**src/rtl/mem_ctrl.sv**
```systemverilog
// mem_ctrl: single-port memory controller arbitrating the fetch port (IF) and the data
// port (MEM) onto one memory. One access per IDLE -> ACCESS -> RESP round, data port
// has priority. Big-endian lane mapping; loads are aligned and sign/zero-extended,
// stores are replicated across lanes.
// Optional feature: define MEM_CTRL_ALIGN_CHECK_EN to suppress misaligned halfword/word
// data accesses and report them on dm_misalign instead of dm_ack.
module mem_ctrl #(
    parameter int unsigned AddrWidth = 32
) (
    input  logic                 clk,
    input  logic                 rst,
    input  logic                 if_req,
    input  logic [AddrWidth-1:0] if_addr,
    output logic                 if_ack,
    output logic [31:0]          if_inst,
    input  logic                 dm_req,
    input  logic [2:0]           dm_op,
    input  logic [AddrWidth-1:0] dm_addr,
    input  logic [31:0]          dm_wdata,
    output logic                 dm_ack,
    output logic [31:0]          dm_rdata,
    output logic                 dm_misalign,
    output logic                 stall_req,
    output logic                 mem_ce,
    output logic                 mem_we,
    output logic [AddrWidth-1:0] mem_addr,
    output logic [3:0]           mem_byte_slct,
    output logic [31:0]          mem_data_o,
    input  logic [31:0]          mem_data_i
);

    localparam int unsigned DataWidth = 32;
    localparam int unsigned ByteLanes = DataWidth / 8;

    localparam logic [2:0] OP_LB  = 3'd0;
    localparam logic [2:0] OP_LBU = 3'd1;
    localparam logic [2:0] OP_LH  = 3'd2;
    localparam logic [2:0] OP_LHU = 3'd3;
    localparam logic [2:0] OP_LW  = 3'd4;
    localparam logic [2:0] OP_SB  = 3'd5;
    localparam logic [2:0] OP_SH  = 3'd6;
    localparam logic [2:0] OP_SW  = 3'd7;

    typedef enum logic [1:0] {
        IDLE   = 2'd0,
        ACCESS = 2'd1,
        RESP   = 2'd2
    } state_t;

    state_t                 state, state_d;
    logic                   gnt_dm, gnt_dm_d;
    logic [2:0]             op_q, op_d;
    logic [1:0]             off_q, off_d;
    logic                   misal_q, misal_d;
    logic                   misal_c;
    logic                   stall_c;
    logic                   mem_ce_d, mem_we_d;
    logic [AddrWidth-1:0]   mem_addr_d;
    logic [ByteLanes-1:0]   mem_byte_slct_d;
    logic [DataWidth-1:0]   mem_data_o_d;
    logic                   if_ack_d, dm_ack_d, dm_misalign_d;
    logic [DataWidth-1:0]   if_inst_d, dm_rdata_d;
    logic                   unused_if_low;

    // Fetch addresses are word aligned; their low bits carry no information.
    assign unused_if_low = ^if_addr[1:0];

    function automatic logic is_store(input logic [2:0] op);
        return (op == OP_SB) || (op == OP_SH) || (op == OP_SW);
    endfunction

    // Big-endian lane enables: offset 0 is the most significant lane.
    function automatic logic [ByteLanes-1:0] lane_sel(input logic [2:0] op, input logic [1:0] off);
        case (op)
            OP_SB:   lane_sel = 4'b1000 >> off;
            OP_SH:   lane_sel = off[1] ? 4'b0011 : 4'b1100;
            default: lane_sel = 4'b1111;
        endcase
    endfunction

    function automatic logic [DataWidth-1:0] store_data(input logic [2:0] op,
                                                        input logic [DataWidth-1:0] wdata);
        case (op)
            OP_SB:   store_data = {4{wdata[7:0]}};
            OP_SH:   store_data = {2{wdata[15:0]}};
            default: store_data = wdata;
        endcase
    endfunction

    // Pick the addressed lane(s) and extend to a full word; stores return zero.
    function automatic logic [DataWidth-1:0] load_data(input logic [2:0] op, input logic [1:0] off,
                                                       input logic [DataWidth-1:0] word);
        logic [7:0]  b;
        logic [15:0] h;
        case (off)
            2'd0:    b = word[31:24];
            2'd1:    b = word[23:16];
            2'd2:    b = word[15:8];
            default: b = word[7:0];
        endcase
        h = off[1] ? word[15:0] : word[31:16];
        case (op)
            OP_LB:   load_data = {{24{b[7]}}, b};
            OP_LBU:  load_data = {24'h0, b};
            OP_LH:   load_data = {{16{h[15]}}, h};
            OP_LHU:  load_data = {16'h0, h};
            OP_LW:   load_data = word;
            default: load_data = '0;
        endcase
    endfunction

`ifdef MEM_CTRL_ALIGN_CHECK_EN
    // Flag halfword/word data accesses whose low address bits break natural alignment.
    always_comb begin
        misal_c = 1'b0;
        case (dm_op)
            OP_LH, OP_LHU, OP_SH: misal_c = dm_addr[0];
            OP_LW, OP_SW:         misal_c = |dm_addr[1:0];
            default:              misal_c = 1'b0;
        endcase
    end
`else
    assign misal_c = 1'b0;
`endif

    assign stall_req = stall_c;

    // State and registered outputs; reset drops the memory strobes immediately.
    always_ff @(posedge clk or negedge rst) begin
        if (!rst) begin
            state         <= IDLE;
            gnt_dm        <= 1'b0;
            op_q          <= 3'd0;
            off_q         <= 2'd0;
            misal_q       <= 1'b0;
            mem_ce        <= 1'b0;
            mem_we        <= 1'b0;
            mem_addr      <= '0;
            mem_byte_slct <= '0;
            mem_data_o    <= '0;
            if_ack        <= 1'b0;
            dm_ack        <= 1'b0;
            dm_misalign   <= 1'b0;
            if_inst       <= '0;
            dm_rdata      <= '0;
        end else begin
            state         <= state_d;
            gnt_dm        <= gnt_dm_d;
            op_q          <= op_d;
            off_q         <= off_d;
            misal_q       <= misal_d;
            mem_ce        <= mem_ce_d;
            mem_we        <= mem_we_d;
            mem_addr      <= mem_addr_d;
            mem_byte_slct <= mem_byte_slct_d;
            mem_data_o    <= mem_data_o_d;
            if_ack        <= if_ack_d;
            dm_ack        <= dm_ack_d;
            dm_misalign   <= dm_misalign_d;
            if_inst       <= if_inst_d;
            dm_rdata      <= dm_rdata_d;
        end
    end

    // Next state, grant capture, memory drive for ACCESS and ack generation for RESP.
    always_comb begin
        state_d         = state;
        gnt_dm_d        = gnt_dm;
        op_d            = op_q;
        off_d           = off_q;
        misal_d         = misal_q;
        mem_ce_d        = 1'b0;
        mem_we_d        = 1'b0;
        mem_addr_d      = '0;
        mem_byte_slct_d = '0;
        mem_data_o_d    = '0;
        if_ack_d        = 1'b0;
        dm_ack_d        = 1'b0;
        dm_misalign_d   = 1'b0;
        if_inst_d       = if_inst;
        dm_rdata_d      = dm_rdata;
        stall_c         = 1'b0;
        case (state)
            IDLE: begin
                stall_c = dm_req | if_req;
                if (dm_req) begin
                    gnt_dm_d        = 1'b1;
                    op_d            = dm_op;
                    off_d           = dm_addr[1:0];
                    misal_d         = misal_c;
                    mem_ce_d        = ~misal_c;
                    mem_we_d        = ~misal_c & is_store(dm_op);
                    mem_addr_d      = {dm_addr[AddrWidth-1:2], 2'b00};
                    mem_byte_slct_d = lane_sel(dm_op, dm_addr[1:0]);
                    mem_data_o_d    = store_data(dm_op, dm_wdata);
                    state_d         = ACCESS;
                end else if (if_req) begin
                    gnt_dm_d        = 1'b0;
                    op_d            = OP_LW;
                    off_d           = 2'd0;
                    misal_d         = 1'b0;
                    mem_ce_d        = 1'b1;
                    mem_addr_d      = {if_addr[AddrWidth-1:2], 2'b00};
                    mem_byte_slct_d = 4'b1111;
                    state_d         = ACCESS;
                end
            end
            ACCESS: begin
                stall_c = 1'b1;
                state_d = RESP;
                if (gnt_dm) begin
                    if (misal_q) begin
                        dm_misalign_d = 1'b1;
                        dm_rdata_d    = '0;
                    end else begin
                        dm_ack_d   = 1'b1;
                        dm_rdata_d = load_data(op_q, off_q, mem_data_i);
                    end
                end else begin
                    if_ack_d  = 1'b1;
                    if_inst_d = mem_data_i;
                end
            end
            RESP: begin
                stall_c = gnt_dm ? if_req : dm_req;
                state_d = IDLE;
            end
            default: state_d = IDLE;
        endcase
    end

endmodule

```
**config.mk**
```make
export PLATFORM = sky130hd
export DESIGN_NAME = mem_ctrl
export DESIGN_NICKNAME = d
export VERILOG_FILES = /design/src/rtl/mem_ctrl.sv
export SDC_FILE = /design/constraint.sdc
export NUM_CORES = 1
export LEC_CHECK = 0
export ABC_AREA = 1
export CORE_ASPECT_RATIO = 0.5
export CORE_MARGIN = 1
export CORE_UTILIZATION = 43
export CTS_BUF_LIST = sky130_fd_sc_hd__clkbuf_16
export CTS_CLUSTER_SIZE = 8
export DETAILED_ROUTE_END_ITERATION = 12
export PLACE_DENSITY = 0.87
export SLEW_MARGIN = 20
export SYNTH_ARGS = -nofsm -noshare
export SYNTH_HDL_FRONTEND = slang
export SYNTH_SLANG_ARGS = --single-unit
export TNS_END_PERCENT = 1
```
**constraint.sdc**
```tcl
create_clock -name clk -period 2.02 [get_ports clk]
set_input_delay 0.606 -clock clk [delete_from_list [all_inputs] [get_ports clk]]
set_output_delay 0.606 -clock clk [all_outputs]
set_load 0.005 [all_outputs]
```
======== Yosys cells after proc, flatten, opt, wreduce, memory -nomap -nowiden ========
Index checks and enable logic that the tools add are counted.
word-level totals
  register bits ........................... 146
  input port bits ......................... 135
  output and inout port bits .............. 138
  word-level logic and storage cells ...... 79
operators by class
  equality and inequality tests ........... 12
  shift-type cells ........................ 1
  muxes and demuxes ....................... 40
  bitwise operators ....................... 2
  reductions and logical operators ........ 9
operators by type and width
  operator                                                            count
  32-bit 2-to-1 mux                                                   6
  32-bit one-hot mux with 5 select lines                              1
  32-bit one-hot mux with 2 select lines                              1
  8-bit one-hot mux with 3 select lines                               1
  1-bit 2-to-1 mux                                                    17
  16-bit 2-to-1 mux                                                   1
  4-bit 2-to-1 mux                                                    4
  3-bit == test, second input constant                                4
  2-bit 2-to-1 mux                                                    4
  4-bit one-hot mux with 2 select lines                               1
  3-bit by 2-bit == test with 1-bit output, second input constant     2
  3-bit 2-to-1 mux                                                    2
  2-bit AND reduction                                                 3
  2-bit by 1-bit == test with 1-bit output, second input constant     2
  2-bit == test, second input constant                                2
  2-bit logical NOT                                                   2
  2-bit one-hot mux with 2 select lines                               1
  4-bit by 2-bit right shift with 4-bit output, first input constant  1
  3-bit by 1-bit == test with 1-bit output, second input constant     1
  3-bit logical NOT                                                   1
  3-bit != test, second input constant                                1
  1-bit one-hot mux with 3 select lines                               1
  1-bit logical OR                                                    2
  2-bit nonzero test                                                  1
  other kinds (2)                                                     2

======== Logic depth before layout (Yosys ltp) ========
  depth after elaboration ................. 5
  depth in mapped cells ................... 11
  depth with buffers taken out ............ 9

======== Worst setup path after synthesis ========
Ideal clock, no wire load.
  kind .................................... input to output
  start point ............................. input dm_req
  end point ............................... output stall_req
  arrival ................................. 1.326 ns
  data required time ...................... 1.414 ns
  slack ................................... 0.088 ns
  cell stages on the path ................. 4
  path buffers ............................ 2
  cells stage by stage .................... clkbuf_1 > clkbuf_1 > o21ai_0 > a21oi_1
on the way
  longest elaborated chain between the ends .. 2
  elaborated cells on any way between the ends .. 3
  those cells by class .................... mux (2); bitwise (1)
ends and longest elaborated chain
  what                                          line      source
  from (decl)                                   16        input logic dm_req,
  1-bit 2-to-1 mux or 1-bit OR (tied branches)  225, 185
  1-bit one-hot mux with 3 select lines (*)     183       case (state)
  to (decl)                                     23        output logic stall_req,
Mark *: on every way between the ends. The rest lies on a longest branch, timed or not.

======== Final worst setup path ========
  start point ............................. register dm_rdata[19]
  end point ............................... output dm_rdata[19]
RTL lines
  what                    line  source
  from (decl)             21    output logic [31:0] dm_rdata,
  from (signal assigned)  161   dm_rdata <= dm_rdata_d;
No word-level cell between the ends.

==> results.py <==
metrics = {
    "floorplanning": {
        "core_um2": 14500,
        "initial_core_util_pct": 44.1,
        "die_width_um": 174,
        "die_h_um": 88.2,
        "rows": 31,
        "io_pins": 273,
        "die_area_um2": 15400,
    },
    "logic_synthesis": {
        "synthArstFlopShare_pct": 100,
        "yosysSeqAreaShare_pct": 55.6,
        "synth.most_common_cell": "nand2_1",
        "syn_avg_cell_area_um2": 8.06,
        "yosysTopAreaCell": "dfrtp_1",
        "yosys_warnings": 0,
        "synth_area_leaders": "dfrtp_1 (56%), nand2_1 (17%), nor2_1 (7.5%)",
        "synth_cell_types": 25,
        "synth-edff-count": 0,
        "synthCells": 792,
        "synth-main-ff-cell": "dfrtp_1",
        "ys_ff_latch": 142,
        "synth_top_area_share_pct": 55.6,
        "netlist_area_um2": 6390,
        "synthTopCellsByCount": "nand2_1 (282), dfrtp_1 (142), nor2_1 (127), inv_1 (52), nand3_1 (37)",
    },
    "worst_setup_path": {
        "crit_family": "buffers and inverters",
        "cp_max_fo": 2,
        "crit_buf_inv": 1,
        "cp-end-kind": "output port",
        "startpoint_type": "flip-flop",
        "critPathKind": "flip-flop to output port",
        "slowest_stage": "clkdlybuf4s50_1",
        "critPathRequiredTime_ns": 1.41,
        "slowest_delay_ns": 0.58,
        "arrival_ns": 1.35,
        "crit_chain": "clkdlybuf4s50_1",
    },
    "clock_network": {
        "cts_sinks": 142,
        "cts_buffers": 17,
        "cts_root_buffer": "clkbuf_16",
        "cts_buffer_depth": 2,
        "clkTransAtPathRegs_ns": 0.07,
        "cts_tree": "yes",
        "postCtsSetupRepairBufs": 0,
        "clock_latency_ns": 0.41,
        "htreeDepth": 4,
    },
    "run_status": {
        "outcome": "complete, no violations",
    },
    "power": {
        "power_frac_seq_pct": 33.6,
        "swShare_pct": 36.8,
        "p_leak_uw": 0.00488,
        "p_switching_uw": 4840,
        "power.internal_uw": 8320,
        "pwr-share-clk_pct": 23.3,
        "peakVddDrop_v": 0.000810,
        "power.density_nw_per_um2": 1330,
        "pwr-share-comb_pct": 43.1,
        "power.total_uw": 13200,
    },
    "timing": {
        "finalCritPeriodShare_pct": 96.6,
        "clock-skew-final_ns": 0.0133,
        "setup_viol": 0,
        "timing.final.ws_setup_ns": 0.0687,
        "rsz0062_at_grt": "false",
        "hold_slack_ns": 0.0253,
        "fin_crit_ns": 1.95,
        "max_slew_margin_pct": 61.1,
        "slew_viol_final": 0,
        "hold_violations": 0,
        "worst_pin_slew_ns": 0.583,
        "fmax_mhz": 512,
    },
    "route": {
        "dr_total_vias": 6431,
        "post-route-drc-count": 0,
        "wl_per_cell_um": 16.0,
        "firstDrtPassIters": 5,
        "drtIter0Drc": 530,
        "wl_um": 20400,
        "drtAntennaViolNets": 0,
        "drt-vias-per-instance": 5.05,
    },
    "cells_and_area": {
        "syn_to_final_growth_pct": 55.5,
        "fin_area_um2": 9930,
        "post-route-util_pct": 68.6,
        "diodes": 0,
        "layout.nets": 1198,
        "layout-drive-gt1-share_pct": 7.06,
    },
    "global_route": {
        "grt_use_total_pct": 26.5,
        "grt_overflow": 0,
        "grt_pass1_wl_um": 31600,
        "grt_pass1_vias": 6299,
        "grt_max_degree": 65,
        "antenna_found_initial": 0,
    },
    "placed_design": {
        "placed_area_um2": 9360,
        "port_buffers": 267,
        "place_hpwl_um": 15000,
        "gp_congestion": 0.888,
        "pre_cts_slack_ns": -0.555,
    },
    "min_path": {
        "worst_hold_path_type": "input pin to async pin",
    },
    "flow_run": {
        "cap_violations": 0,
    },
}
[layout make-up]
| class | count | area, µm² |
|---|---|---|
| Fill cell | 1101 | 4540 |
| Sequential cell | 142 | 3550 |
| Timing Repair Buffer | 296 | 2950 |
| Multi-Input combinational cell | 550 | 2390 |
| Clock buffer | 17 | 425 |
| Tap cell | 198 | 248 |
| Inverter | 56 | 214 |
| Clock inverter | 15 | 153 |
[sequential cells by signal, summed over array words and instances (netlist names)]
name           cells
gnt_dm             1
mem_we             1
dm_rdata          32
mem_ce             1
mem_data_o        32
if_ack             1
op_q               3
off_q              2
mem_addr          30
dm_ack             1
if_inst           32
state              2
mem_byte_slct      4
[power groups by stage]
stage,registers [µW],logic (µW),clock network [µW]
final,4430,5670,3070
after CTS,4420,5680,3100
after detailed placement,4440,5590,0
after floorplan,4390,2660,0
after global placement,4410,5460,0
after global routing,4530,6250,3230
[path summary, 6_finish.rpt]
kind,cells past startpoint,startpoint,slack (ns),endpoint
max,1,dm_rdata[19],0.07,dm_rdata[19]
min,1,rst,0.03,if_inst[21]
min reg2reg,2,if_inst[14],0.48,if_inst[14]
max in group asynchronous,2,rst,1.37,dm_rdata[12]
min in group clk,2,if_inst[14],0.48,if_inst[14]
max reg2reg,8,op_q[2],0.16,dm_rdata[25]
[metal layers]
metal  wire length, µm  track usage, %
met3              1350            5.03
met4               548            10.4
met2             10200            46.5
met1              8260            32.9
met5                 0               0
[cells in the final DEF (no fill, tap or decap), types with 2 or more instances in the layout]
cell / n
buf_12: 5
a22oi_1: 31
inv_6: 5
nor2_1: 126
o21ai_0: 33
nand3_2: 2
nor2_2: 3
inv_1: 51
inv_8: 3
clkinv_1: 2
clkinv_4: 3
o22ai_1: 4
clkdlybuf4s50_1: 263
clkinvlp_4: 2
conb_1: 3
nor2_4: 4
inv_2: 2
dfrtp_1: 142
buf_4: 24
nand2_1: 282
dlygate4sd2_1: 2
clkbuf_16: 17
nand4_1: 16
a21oi_1: 6
nand3_1: 37
[repair_timing]
item                                    4_1_cts  5_1_grt
gates resized for setup                       8        0
endpoints found under the hold margin         0        0
hold buffers                                  0        0
endpoints found under the setup margin        1        0
[cells by family (layout without fill, tap and decap cells)]
group	Yosys count	after routing	synth area share, %
AND/OR/NAND/NOR	471	471	29.9
other	1	3	0.0587
flip-flops	142	142	55.6
buffers and inverters	102	384	7.11
AO/OA/AOI/OAI	76	76	7.29
[stage by stage]
step	TNS (ns)	cells
3_3_place_gp	-0.563	1242
6_report	0	1274
5_1_grt	0	1274
4_1_cts	0	1274
2_1_floorplan	0	794
3_5_place_dp	-0.555	1242
(Power assumes the default switching activity.)
